**src/rtl/sram_pkg.sv**
```systemverilog
// Shared types and helpers for the SRAM-backed streaming FIFO.
// Defines the op encoding and the width of the output-buffer credit check.
package sram_pkg;

    typedef enum logic [1:0] {OP_IDLE, OP_WR, OP_RD} sram_op_t;

    // Wide enough to hold any occupancy count from 0 to depth inclusive.
    function automatic int unsigned credit_w(input int unsigned depth);
        return $clog2(depth) + 1;
    endfunction

endpackage

```
**src/rtl/sram_ob_fifo.sv**
```systemverilog
// Small synchronous FIFO that absorbs SRAM read responses ahead of the output stream.
// Storage is registered; the head word drives data_o directly.
module sram_ob_fifo
    import sram_pkg::*;
#(
    parameter int unsigned DW    = 8,
    parameter int unsigned DEPTH = 4
) (
    input  logic                         clk_i,
    input  logic                         rst_ni,
    input  logic                         push_i,
    input  logic [DW-1:0]                data_i,
    input  logic                         pop_i,
    output logic [DW-1:0]                data_o,
    output logic                         valid_o,
    output logic [credit_w(DEPTH)-1:0]   count_o
);
    localparam int unsigned PW = $clog2(DEPTH);
    localparam int unsigned CW = credit_w(DEPTH);

    logic [DW-1:0] mem_q [DEPTH];
    logic [PW-1:0] wr_idx_q, wr_idx_d, rd_idx_q, rd_idx_d;
    logic [CW-1:0] count_q, count_d;

    always_comb begin
        wr_idx_d = push_i ? wr_idx_q + PW'(1) : wr_idx_q;
        rd_idx_d = pop_i ? rd_idx_q + PW'(1) : rd_idx_q;
        count_d  = count_q;
        case ({push_i, pop_i})
            2'b10:   count_d = count_q + CW'(1);
            2'b01:   count_d = count_q - CW'(1);
            default: count_d = count_q;
        endcase
    end

    always_ff @(posedge clk_i or negedge rst_ni) begin
        if (!rst_ni) begin
            wr_idx_q <= '0;
            rd_idx_q <= '0;
            count_q  <= '0;
        end else begin
            wr_idx_q <= wr_idx_d;
            rd_idx_q <= rd_idx_d;
            count_q  <= count_d;
        end
    end

    always_ff @(posedge clk_i) begin
        if (push_i) begin
            mem_q[wr_idx_q] <= data_i;
        end
    end

    assign data_o  = mem_q[rd_idx_q];
    assign valid_o = (count_q != '0);
    assign count_o = count_q;

endmodule

```
**src/rtl/sram_stream_fifo.sv**
```systemverilog
// Streaming FIFO backed by the external SRAM through the arbiter user port.
// Owns the write/read pointers, stored-word level, read tag pipe and output buffer.
module sram_stream_fifo
    import sram_pkg::*;
#(
    parameter int unsigned DW       = 8,
    parameter int unsigned AW       = 19,
    parameter int unsigned RD_LAT   = 1,
    parameter int unsigned OB_DEPTH = 4
) (
    input  logic          clk_i,
    input  logic          rst_ni,
    input  logic [DW-1:0] s_data_i,
    input  logic          s_valid_i,
    output logic          s_ready_o,
    output logic [DW-1:0] m_data_o,
    output logic          m_valid_o,
    input  logic          m_ready_i,
    output logic [AW:0]   level_o,
    output logic          full_o,
    output logic          err_o,
    output logic [AW-1:0] addr_o,
    output logic [DW-1:0] data_wr_o,
    input  logic [DW-1:0] data_rd_i,
    output logic          en_o,
    input  logic          busy_i,
    output logic          we_o,
    input  logic          valid_i
);
    localparam int unsigned CW = credit_w(OB_DEPTH);

    logic [AW-1:0]     wr_ptr_q, wr_ptr_d, rd_ptr_q, rd_ptr_d;
    logic [AW:0]       level_q, level_d;
    logic              last_wr_q, last_wr_d;
    logic [RD_LAT-1:0] tag_q, tag_d;
    logic              err_q, err_d;
    logic [CW-1:0]     ob_count, inflight;
    logic [CW:0]       credit;
    logic              full, wr_elig, rd_elig, ob_push, ob_pop, ob_valid;
    sram_op_t          op;

    // Level can only reach 2**AW, so its top bit alone marks full.
    assign full    = level_q[AW];
    assign credit  = {1'b0, ob_count} + {1'b0, inflight};
    assign ob_push = tag_q[RD_LAT-1];
    assign ob_pop  = ob_valid & m_ready_i;

    always_comb begin
        inflight = '0;
        for (int unsigned i = 0; i < RD_LAT; i++) begin
            inflight = inflight + CW'(tag_q[i]);
        end
    end

    // Reads win when the output side is starving, otherwise grants alternate.
    always_comb begin
        wr_elig = s_valid_i & ~full;
        rd_elig = (level_q != '0) && (credit < (CW + 1)'(OB_DEPTH));
        op      = OP_IDLE;
        if (rst_ni && !busy_i) begin
            if (wr_elig && rd_elig) begin
                op = ((credit == '0) || last_wr_q) ? OP_RD : OP_WR;
            end else if (wr_elig) begin
                op = OP_WR;
            end else if (rd_elig) begin
                op = OP_RD;
            end
        end
    end

    always_comb begin
        en_o      = (op != OP_IDLE);
        we_o      = (op == OP_WR);
        s_ready_o = (op == OP_WR);
        addr_o    = '0;
        data_wr_o = '0;
        case (op)
            OP_WR: begin
                addr_o    = wr_ptr_q;
                data_wr_o = s_data_i;
            end
            OP_RD:   addr_o = rd_ptr_q;
            default: addr_o = '0;
        endcase
    end

    always_comb begin
        wr_ptr_d  = wr_ptr_q;
        rd_ptr_d  = rd_ptr_q;
        level_d   = level_q;
        last_wr_d = last_wr_q;
        case (op)
            OP_WR: begin
                wr_ptr_d  = wr_ptr_q + AW'(1);
                level_d   = level_q + (AW + 1)'(1);
                last_wr_d = 1'b1;
            end
            OP_RD: begin
                rd_ptr_d  = rd_ptr_q + AW'(1);
                level_d   = level_q - (AW + 1)'(1);
                last_wr_d = 1'b0;
            end
            default: last_wr_d = last_wr_q;
        endcase
        tag_d[0] = (op == OP_RD);
        for (int unsigned i = 1; i < RD_LAT; i++) begin
            tag_d[i] = tag_q[i-1];
        end
        err_d = err_q | (ob_push & ~valid_i);
    end

    always_ff @(posedge clk_i or negedge rst_ni) begin
        if (!rst_ni) begin
            wr_ptr_q  <= '0;
            rd_ptr_q  <= '0;
            level_q   <= '0;
            last_wr_q <= 1'b0;
            tag_q     <= '0;
            err_q     <= 1'b0;
        end else begin
            wr_ptr_q  <= wr_ptr_d;
            rd_ptr_q  <= rd_ptr_d;
            level_q   <= level_d;
            last_wr_q <= last_wr_d;
            tag_q     <= tag_d;
            err_q     <= err_d;
        end
    end

    sram_ob_fifo #(
        .DW    (DW),
        .DEPTH (OB_DEPTH)
    ) u_ob (
        .clk_i   (clk_i),
        .rst_ni  (rst_ni),
        .push_i  (ob_push),
        .data_i  (data_rd_i),
        .pop_i   (ob_pop),
        .data_o  (m_data_o),
        .valid_o (ob_valid),
        .count_o (ob_count)
    );

    assign m_valid_o = ob_valid;
    assign level_o   = level_q;
    assign full_o    = full;
    assign err_o     = err_q;

endmodule

```
**config.mk**
```make
export PLATFORM = sky130hd
export DESIGN_NAME = sram_stream_fifo
export DESIGN_NICKNAME = d
export VERILOG_FILES = /design/src/rtl/sram_pkg.sv /design/src/rtl/sram_ob_fifo.sv /design/src/rtl/sram_stream_fifo.sv
export SDC_FILE = /design/constraint.sdc
export NUM_CORES = 1
export LEC_CHECK = 0
export BUFFER_PORTS_ARGS = -buffer_cell sky130_fd_sc_hd__buf_2
export CAP_MARGIN = 10
export CORE_UTILIZATION = 55
export DETAILED_ROUTE_END_ITERATION = 6
export PLACE_DENSITY_LB_ADDON = 0.2
export SLEW_MARGIN = 40
export SYNTH_ARGS = -nofsm -noshare
export SYNTH_HDL_FRONTEND = slang
export SYNTH_HIERARCHICAL = 1
export SYNTH_SLANG_ARGS = --single-unit
```
**constraint.sdc**
```tcl
create_clock -name clk_i -period 6.01 [get_ports clk_i]
set_clock_uncertainty 0.05 [all_clocks]
set_input_delay 0.601 -clock clk_i [delete_from_list [all_inputs] [get_ports clk_i]]
set_output_delay 0.601 -clock clk_i [all_outputs]
set_load 0.03 [all_outputs]
```
## Yosys cells after proc, flatten, opt, wreduce, memory -nomap -nowiden

Memories as Yosys holds them, arrays and structs flattened.
Cells that the tools add are included.

- Add/subtract/negate cells: 9
- $lt $le $gt $ge: 1
- Equality and inequality tests: 4
- Muxes and demuxes: 12
- Bitwise logic cells: 6
- Reductions and logical operators: 11

Operators with widths:

| operator | count |
|---|---|
| one-hot mux 20 bit (2 select lines) | 1 |
| adder 19 x 1 -> 19 bit, second input constant | 2 |
| one-hot mux 19 bit (2 select lines) | 1 |
| adder 20 x 1 -> 20 bit, second input constant | 1 |
| nonzero test 20 bit | 1 |
| subtractor 20 x 1 -> 20 bit, second input constant | 1 |
| two-way mux 2 bit | 5 |
| two-way mux 8 bit | 1 |
| one-hot mux 3 bit (2 select lines) | 1 |
| nonzero test 2 bit | 3 |
| adder 2 x 1 -> 2 bit, second input constant | 2 |
| adder 3 x 1 -> 4 bit | 1 |
| equality test 2 x 1 -> 1 bit, second input constant | 2 |
| equality test 2 bit, second input constant | 2 |
| logical NOT 4 bit | 1 |
| < comparator 4 x 3 -> 1 bit, second input constant | 1 |
| adder 3 x 1 -> 3 bit, second input constant | 1 |
| AND 1 bit | 3 |
| logical AND 1 bit | 3 |
| nonzero test 3 bit | 1 |
| subtractor 3 x 1 -> 3 bit, second input constant | 1 |
| two-way mux 1 bit | 2 |
| inverter 1 bit | 2 |
| one-hot mux 1 bit (2 select lines) | 1 |
| 3 further kinds | 3 |

- Register bits: 68
- Bits in writable memories: 32
- Output and inout port bits: 61
- Logic and storage cells: 53
- Memories kept: 1

Memory list:

| memory | words | bits a word | rd ports | clocked after memory_dff | wr ports | line | source |
|---|---|---|---|---|---|---|---|
| u_ob.mem_q | 4 | 8 | 1 | 0 | 1 | sram_ob_fifo.sv:21 | `logic [DW-1:0] mem_q [DEPTH];` |

## Logic depth before layout (Yosys ltp)

Gate-level depths: netlist of the first run.

- Depth in word-level cells: 9
- Gate-level depth with buffers: 17
- Gate-level depth less buffers: 17

## Cells and area by module

The synthesis of the first run kept the hierarchy.

By module, submodules not included:

| module | times used | cells each | area each (sq um) | seq. area each (sq um) |
|---|---|---|---|---|
| sram_stream_fifo | 1 | 397 | 3,933.8 | 1,526.5 |
| sram_ob_fifo | 1 | 74 | 1,537.7 | 1,136.1 |

## Least setup slack after synthesis of the first run

OpenSTA, ideal clock, no wires.

- Path kind: flip-flop to output port
- Start: reg tag_q (netlist: ob_push)
- End: out addr_o[10]
- Arrival time: 3.071 ns
- Path slack: 2.288 ns
- Cell stages (with the launch flop): 14
- Cell sequence: dfrtp_1 -> ha_1 -> ha_1 -> nand2_1 -> a21oi_1 -> nor2_1 -> a31oi_1 -> o211ai_1 -> inv_1 -> ha_1 -> inv_1 -> nor2_1 -> clkbuf_1 -> a22o_1

- Longest elaborated chain between the ends: 9
- Elaborated cells on any way between the ends: 14

Ends and longest elaborated chain:

| what | line | source |
|---|---|---|
| from (decl) | sram_stream_fifo.sv:35 | `logic [RD_LAT-1:0] tag_q, tag_d;` |
| from (signal assigned) | sram_stream_fifo.sv:125 | `tag_q <= tag_d;` |
| adder 3 x 1 -> 4 bit * | sram_stream_fifo.sv:44 | `assign credit = {1'b0, ob_count} + {1'b0, inflight};` |
| < comparator 4 x 3 -> 1 bit | sram_stream_fifo.sv:58 | `rd_elig = (level_q != '0) && (credit < (CW + 1)'(OB_DEPTH));` |
| logical AND 1 bit | sram_stream_fifo.sv:58 |  |
| two-way mux 2 bit | sram_stream_fifo.sv:65 | `end else if (rd_elig) begin` |
| two-way mux 2 bit | sram_stream_fifo.sv:63 | `end else if (wr_elig) begin` |
| two-way mux 2 bit * | sram_stream_fifo.sv:61 | `if (wr_elig && rd_elig) begin` |
| two-way mux 2 bit * | sram_stream_fifo.sv:60 | `if (rst_ni && !busy_i) begin` |
| equality test 2 bit * | -- |  |
| net tag_d | sram_stream_fifo.sv:35 |  |
| one-hot mux 19 bit (2 select lines) * | sram_stream_fifo.sv:77 | `case (op)` |
| to (decl) | sram_stream_fifo.sv:22 | `output logic [AW-1:0] addr_o,` |

Mark *: on every way through the listed nets, which the timed path passes. The rest lies on a longest branch.

## Final worst setup path of the first run

- Start: reg tag_q (netlist: ob_push)
- End: out addr_o[6]

- Longest elaborated chain between the ends: 9
- Elaborated cells on any way between the ends: 14

Ends and longest elaborated chain:

| what | line |
|---|---|
| adder 3 x 1 -> 4 bit * | sram_stream_fifo.sv:44 |
| < comparator 4 x 3 -> 1 bit | sram_stream_fifo.sv:58 |
| logical AND 1 bit | sram_stream_fifo.sv:58 |
| two-way mux 2 bit | sram_stream_fifo.sv:65 |
| two-way mux 2 bit | sram_stream_fifo.sv:63 |
| two-way mux 2 bit * | sram_stream_fifo.sv:61 |
| two-way mux 2 bit * | sram_stream_fifo.sv:60 |
| equality test 2 bit or equality test 2 x 1 -> 1 bit (tied branches) | sram_stream_fifo.sv:77 |
| one-hot mux 19 bit (2 select lines) * | sram_stream_fifo.sv:77 |

Mark *: on every way between the ends. The rest lies on a longest branch, timed or not.

==> results of run 1 <==
## flip-flops by register name, summed over array words and instances (netlist names)
| name | count |
|---|---|
| err_o | 1 |
| last_wr_q | 1 |
| level_o | 20 |
| ob_push | 1 |
| rd_ptr_q | 19 |
| u_ob/count_o | 3 |
| u_ob/mem_q | 32 |
| u_ob/rd_idx_q | 2 |
| u_ob/wr_idx_q | 2 |
| wr_ptr_q | 19 |
## layer usage
| layer | global-route usage, % | vias to the layer above | share of wire (%) |
|---|---|---|---|
| met2 | 38.0 | 107 | 48 |
| met5 | 0 | - | 0 |
| met1 | 33.5 | 1911 | 46 |
| met4 | 8.58 | 0 | 1.6 |
| li1 | - | 1898 | - |
| met3 | 3.73 | 15 | 4.7 |
## placed cells by master, fill, tap and decap left out, types with 15 or more instances in the layout
cell	count
xor2_1	20
a21oi_1	18
a22o_1	16
ha_1	31
xnor2_1	36
edfxtp_1	32
nand2_1	36
buf_2	82
and2_1	16
dfrtp_1	68
nor2_1	24
inv_1	15
## cell families after synthesis
family | count (synthesis) | share of synthesized area (%)
adders and majority gates | 34 | 8.05
buffers and inverters | 30 | 2.42
muxes | 25 | 6.72
DFF | 100 | 48.7
xor gates and xnor gates | 56 | 8.96
AOI/OAI and AO/OA | 93 | 12.8
and+or+nand+nor | 133 | 12.3
## power groups by stage
stage	registers (mW)	clock network [mW]	logic (mW)
3_5_place_dp	1.04	0	1.18
4_1_cts	1.03	0.453	1.19
5_1_grt	1.05	0.473	1.31
2_1_floorplan	1.10	0	0.818
3_3_place_gp	1.03	0	1.15
6_report	1.03	0.438	1.18
## area by class of cell
class | count | area (um2) | area share, %
Clock inverter | 7 | 86.3 | 1.39
Clock buffer | 9 | 124 | 1.99
Tap cell | 133 | 166 | 2.68
Sequential cell | 100 | 2660 | 42.9
Multi-Input combinational cell | 341 | 2680 | 43.1
Inverter | 15 | 56.3 | 0.907
Timing Repair Buffer | 85 | 437 | 7.03
## worst max-delay path: cells and delay by family (launching register included)
kind                     cells  cell delay (ns)
adder cells (fa/ha/maj)      3             1.20
AND/OR/NAND/NOR              3             0.34
buffers and inverters        3             0.96
flip-flops                   1             0.51
AO/OA/AOI/OAI                4             0.68
## worst paths after layout
path / slack (ns) / start / end / cells after the start
max in group asynchronous: 5.15 / rst_ni / level_o[9] / 2
setup / recovery: 1.31 / ob_push / addr_o[6] / 13
hold reg to reg: 0.41 / err_o / err_o / 1
setup reg to reg: 1.77 / ob_push / level_o[16] / 17
hold / removal: 0.32 / rst_ni / rd_ptr_q[17] / 2
min in group clk_i: 0.39 / data_rd_i[5] / u_ob/mem_q[3][5] / 1
## stage by stage
| stage | power (mW) | worst slack (ns) | hold slack [ns] |
|---|---|---|---|
| after floorplan | 1.92 | 2.29 | 0.255 |
| after global placement | 2.18 | 1.63 | 0.397 |
| after detailed placement | 2.22 | 1.70 | 0.391 |
| after CTS | 2.67 | 1.26 | 0.357 |
| after global routing | 2.84 | 0.942 | 0.371 |
| final | 2.65 | 1.31 | 0.316 |
==> results.toml, run 1 <==
[setup_path]
cp_max_fo = 20
cpMostUsedCell = "ha_1"
critPathLaunchType = "flip-flop"
arrival_ns = 4.05
crit_slowest_cell = "ha_1"
worstSetupPathType = "reg2out"
crit_path_cell_trace = "ha_1 > ha_1 > nand2_1 > a21oi_1 > nor2_1 > a31oi_1 > o211ai_1 > ha_1 > inv_1 > nor2_1 > buf_4 > a22o_1 > buf_2"
critPathCaptureType = "output pin"
required_ns = 5.36
cpPeakStageDelay_ns = 0.81

[layout]
stdcell_count = 690
fin_util_pct = 63.8
n_fill_cell = 797
finalInstanceArea_um2 = 6210
num_antenna_cells = 0
drive_above_1_share_pct = 23.9
nNetsFinal = 608
syn_to_final_growth_pct = 13.5

[placed_design]
place_congestion = 0.957
io_buffers = 82
dpl.hpwl_um = 8310
dp_cells = 674
placed_area_um2 = 6000

[floorplanning]
rows = 36
core-area_um2 = 9730
die_h_um = 102
dieWidth_um = 102
dieArea_um2 = 10400
start_util_pct = 56.2
boundaryPins = 83

[drt]
wire_per_inst_um = 16.6
postRouteAntennaNets = 0
drc_errors = 0
drt_iter0_markers = 208
wirelength_um = 11500
viasPerCell = 5.70
drt-pass1-iter-count = 5
vias = 3931

[power]
combPwrFrac_pct = 44.7
power_switching_mw = 1.17
internal-power_mw = 1.48
clock_power_share_pct = 16.5
power_density_nw_per_um2 = 426
sequentialPowerShare_pct = 38.8
cellLeakagePower_nw = 2.83
switching_share_pct = 44.0
vdd_ir_drop_max_mv = 0.185

[global_routing]
antenna_found_initial = 0
track_usage_pct = 24.0
grt_pass1_vias = 3828
grt_pass1_wl_um = 18800
grt.overflow.total = 0
grt_start_max_net_pins = 69

[sta]
rsz0062_at_grt = "false"
maxSlewViolCount = 0
tightest_slew_ns = 0.737
fmax_ghz = 0.213
max_slew_margin_pct = 50.9
setup_viol = 0
fin_crit_ns = 4.70
finalHoldViolCount = 0
fin_crit_sh_pct = 78.2
tns_ns = 0

[yosys]
syn_inst = 471
synth_edf_count = 32
syn-cell-area_um2 = 5470
yosysMostFrequentCell = "dfrtp_1"
synth-seq-cells = 100
ys.flop_type = "dfrtp_1"
ys_warn_count = 6
synth_area_leader_cell = "dfrtp_1"
ys_seq_area_share_pct = 48.7
synthTopCellsByCount = "dfrtp_1, nand2_1, xnor2_1"
synthArstFlopShare_pct = 68.0
synth_cell_type_count = 61
syn_avg_cell_area_um2 = 11.6
synth_top_area_share_pct = 31.1
synth.area.top_cells = "dfrtp_1, edfxtp_1, ha_1, xnor2_1, mux4_2"
synth_nets = 527

[cts]
post_cts_buffers = 0
cts_max_level = 3
clk_path_buf_depth = 2
cts_buffers = 9
clk_latency_ns = 0.38
cts-resized-gates = 0
cts_hold_buffers = 0
cts.sinks = 100
cts-root-buf = "clkbuf_8"
clk_pin_slew_ns = 0.11
tritoncts = "done"

[min_path]
hold_path_class = "in2async"

[status]
outcome = "complete, no violations"

[job]
maxCapViolations = 0
No activity file was read; power rests on OpenSTA's default activity.
==> inputs of run 2 (changes only) <==
clock period = 4.75 ns   (was 6.01 ns; I/O delays follow)
==> run 2 against run 1 <==
  * Global-route usage decreased by 0.44 points
  * Register-to-register slack worse by 1.2 ns
  * Sequential power rose by 26%
  * Critical path type is now reg2reg
  * Largest cell class unchanged
  * Highest routed layer unchanged
==> results.toml, run 2 (same netlist as run 1, synthesis figures left out) <==
[layout]
drive_above_1_share_pct = 24.2
num_antenna_cells = 0
nNetsFinal = 612
n_fill_cell = 795
fin_util_pct = 64.2
final_common_cell = "buf_2"
syn_to_final_growth_pct = 14.1
final_cell_mix = "buf_2, dfrtp_1, nand2_1, xnor2_1"
finalInstanceArea_um2 = 6240
regMostFlops = "u_ob/mem_q"
largest_register_ffs = 32

[floorplanning]
dieWidth_um = 102
dieArea_um2 = 10400
rows = 36
die_h_um = 102
boundaryPins = 83
core-area_um2 = 9730
start_util_pct = 56.2

[cts]
cts_buffers = 9
cts-resized-gates = 0
post_cts_buffers = 0
clk_latency_ns = 0.36
cts_max_level = 3
clk_path_buf_depth = 2
clk_pin_slew_ns = 0.11
cts.sinks = 100
cts_hold_buffers = 0
tritoncts = "done"
cts-root-buf = "clkbuf_8"

[sta]
fin_crit_sh_pct = 87.6
setup_viol = 0
max_slew_margin_pct = 55.9
tightest_slew_ns = 0.661
finalHoldViolCount = 0
tns_ns = 0
rsz0062_at_grt = "false"
fmax_ghz = 0.240
fin_crit_ns = 4.16
maxSlewViolCount = 0

[setup_path]
arrival_ns = 4.33
cpPeakStageDelay_ns = 0.54
cpMostUsedCell = "ha_1"
crit_slowest_cell = "ha_1"
cp_max_fo = 15
critical-path-top-delay-family = "compound AO/OA/AOI/OAI gates"
critPathCaptureType = "flip-flop"
cp.buffers_inverters = 2
required_ns = 4.92
critPathLaunchType = "flip-flop"
worstSetupPathType = "reg2reg"
crit_path_cell_trace = "ha_1 > ha_1 > nand2_1 > a21oi_1 > nor2_1 > a31oi_1 > o211ai_1 > inv_1 > ha_1 > buf_4 > ha_1 > nand2_1 > o21ai_0 > o2111ai_1 > a21oi_1 > mux2i_1 > o311ai_0"

[placed_design]
place_congestion = 1.01
placed_area_um2 = 6030
dpl.hpwl_um = 8210
io_buffers = 82

[drt]
vias = 4015
drt-pass1-iter-count = 5
drc_errors = 0
viasPerCell = 5.79
postRouteAntennaNets = 0
wire_per_inst_um = 16.6
drt_iter0_markers = 173
wirelength_um = 11600

[power]
cellLeakagePower_nw = 2.85
power_switching_mw = 1.46
combPwrFrac_pct = 44.3
vdd_ir_drop_max_mv = 0.228
internal-power_mw = 1.92
power_density_nw_per_um2 = 542
clock_power_share_pct = 17.3
sequentialPowerShare_pct = 38.4
switching_share_pct = 43.1

[global_routing]
antenna_found_initial = 0
grt.overflow.total = 0
track_usage_pct = 23.5
grt_pass1_vias = 3808
grt_start_max_net_pins = 69
grt_pass1_wl_um = 18800

[job]
maxCapViolations = 0

[min_path]
hold_path_class = "in2async"

[status]
outcome = "complete, no violations"
==> run 2: path summary, 6_finish.rpt <==
check	startpoint	end	slack (ns)	cells past startpoint
worst max-delay path	ob_push	level_o[18]	0.59	17
worst min-delay path	rst_ni	wr_ptr_q[18]	0.21	2
worst max register to register	ob_push	level_o[18]	0.59	17
worst min register to register	err_o	err_o	0.41	1
max in group asynchronous	rst_ni	level_o[11]	4.01	2
min in group clk_i	data_rd_i[1]	u_ob/mem_q[2][1]	0.27	1
==> run 2: area by class of cell <==
type                            instances  area [um2]  share of cell area [%]
Clock buffer                            9         124                    1.98
Multi-Input combinational cell        341        2680                    42.9
Timing Repair Buffer                   89         467                    7.47
Clock inverter                          7        91.3                    1.46
Inverter                               15        56.3                   0.902
Tap cell                              133         166                    2.67
Sequential cell                       100        2660                    42.6
==> run 2: metrics by stage <==
step / cells / worst slack [ns] / hold WS [ns] / power, mW
5_1_grt: 694 / 0.159 / 0.260 / 3.61
4_1_cts: 694 / 0.684 / 0.248 / 3.39
3_5_place_dp: 678 / 0.712 / 0.393 / 2.80
2_1_floorplan: 471 / 1.05 / 0.129 / 2.42
3_3_place_gp: 678 / 0.856 / 0.399 / 2.77
6_report: 694 / 0.587 / 0.213 / 3.38
==> run 2: worst reg2reg max path: stages, from the launching register on <==
cell and delay, ns:
dfrtp_1 0.50, ha_1 0.22, ha_1 0.16, nand2_1 0.05, a21oi_1 0.11, nor2_1 0.06
a31oi_1 0.18, o211ai_1 0.18, inv_1 0.09, ha_1 0.54, buf_4 0.28, ha_1 0.25
nand2_1 0.12, o21ai_0 0.46, o2111ai_1 0.20, a21oi_1 0.23, mux2i_1 0.20, o311ai_0 0.14
==> run 2: layer usage <==
| metal | GRT usage [%] | up-vias | share of wire, % |
|---|---|---|---|
| li1 | - | 1909 | - |
| met1 | 34.3 | 1952 | 47 |
| met2 | 36.6 | 145 | 47 |
| met3 | 3.59 | 9 | 4.9 |
| met4 | 6.47 | 0 | 1.0 |
| met5 | 0 | - | 0 |
==> run 2: power by group through the flow <==
stage | clock (mW) | sequential, mW | combinational (mW)
floorplan | 0 | 1.39 | 1.04
global placement | 0 | 1.31 | 1.46
detailed placement | 0 | 1.31 | 1.49
CTS | 0.596 | 1.30 | 1.50
global route | 0.628 | 1.33 | 1.65
finish | 0.584 | 1.30 | 1.50
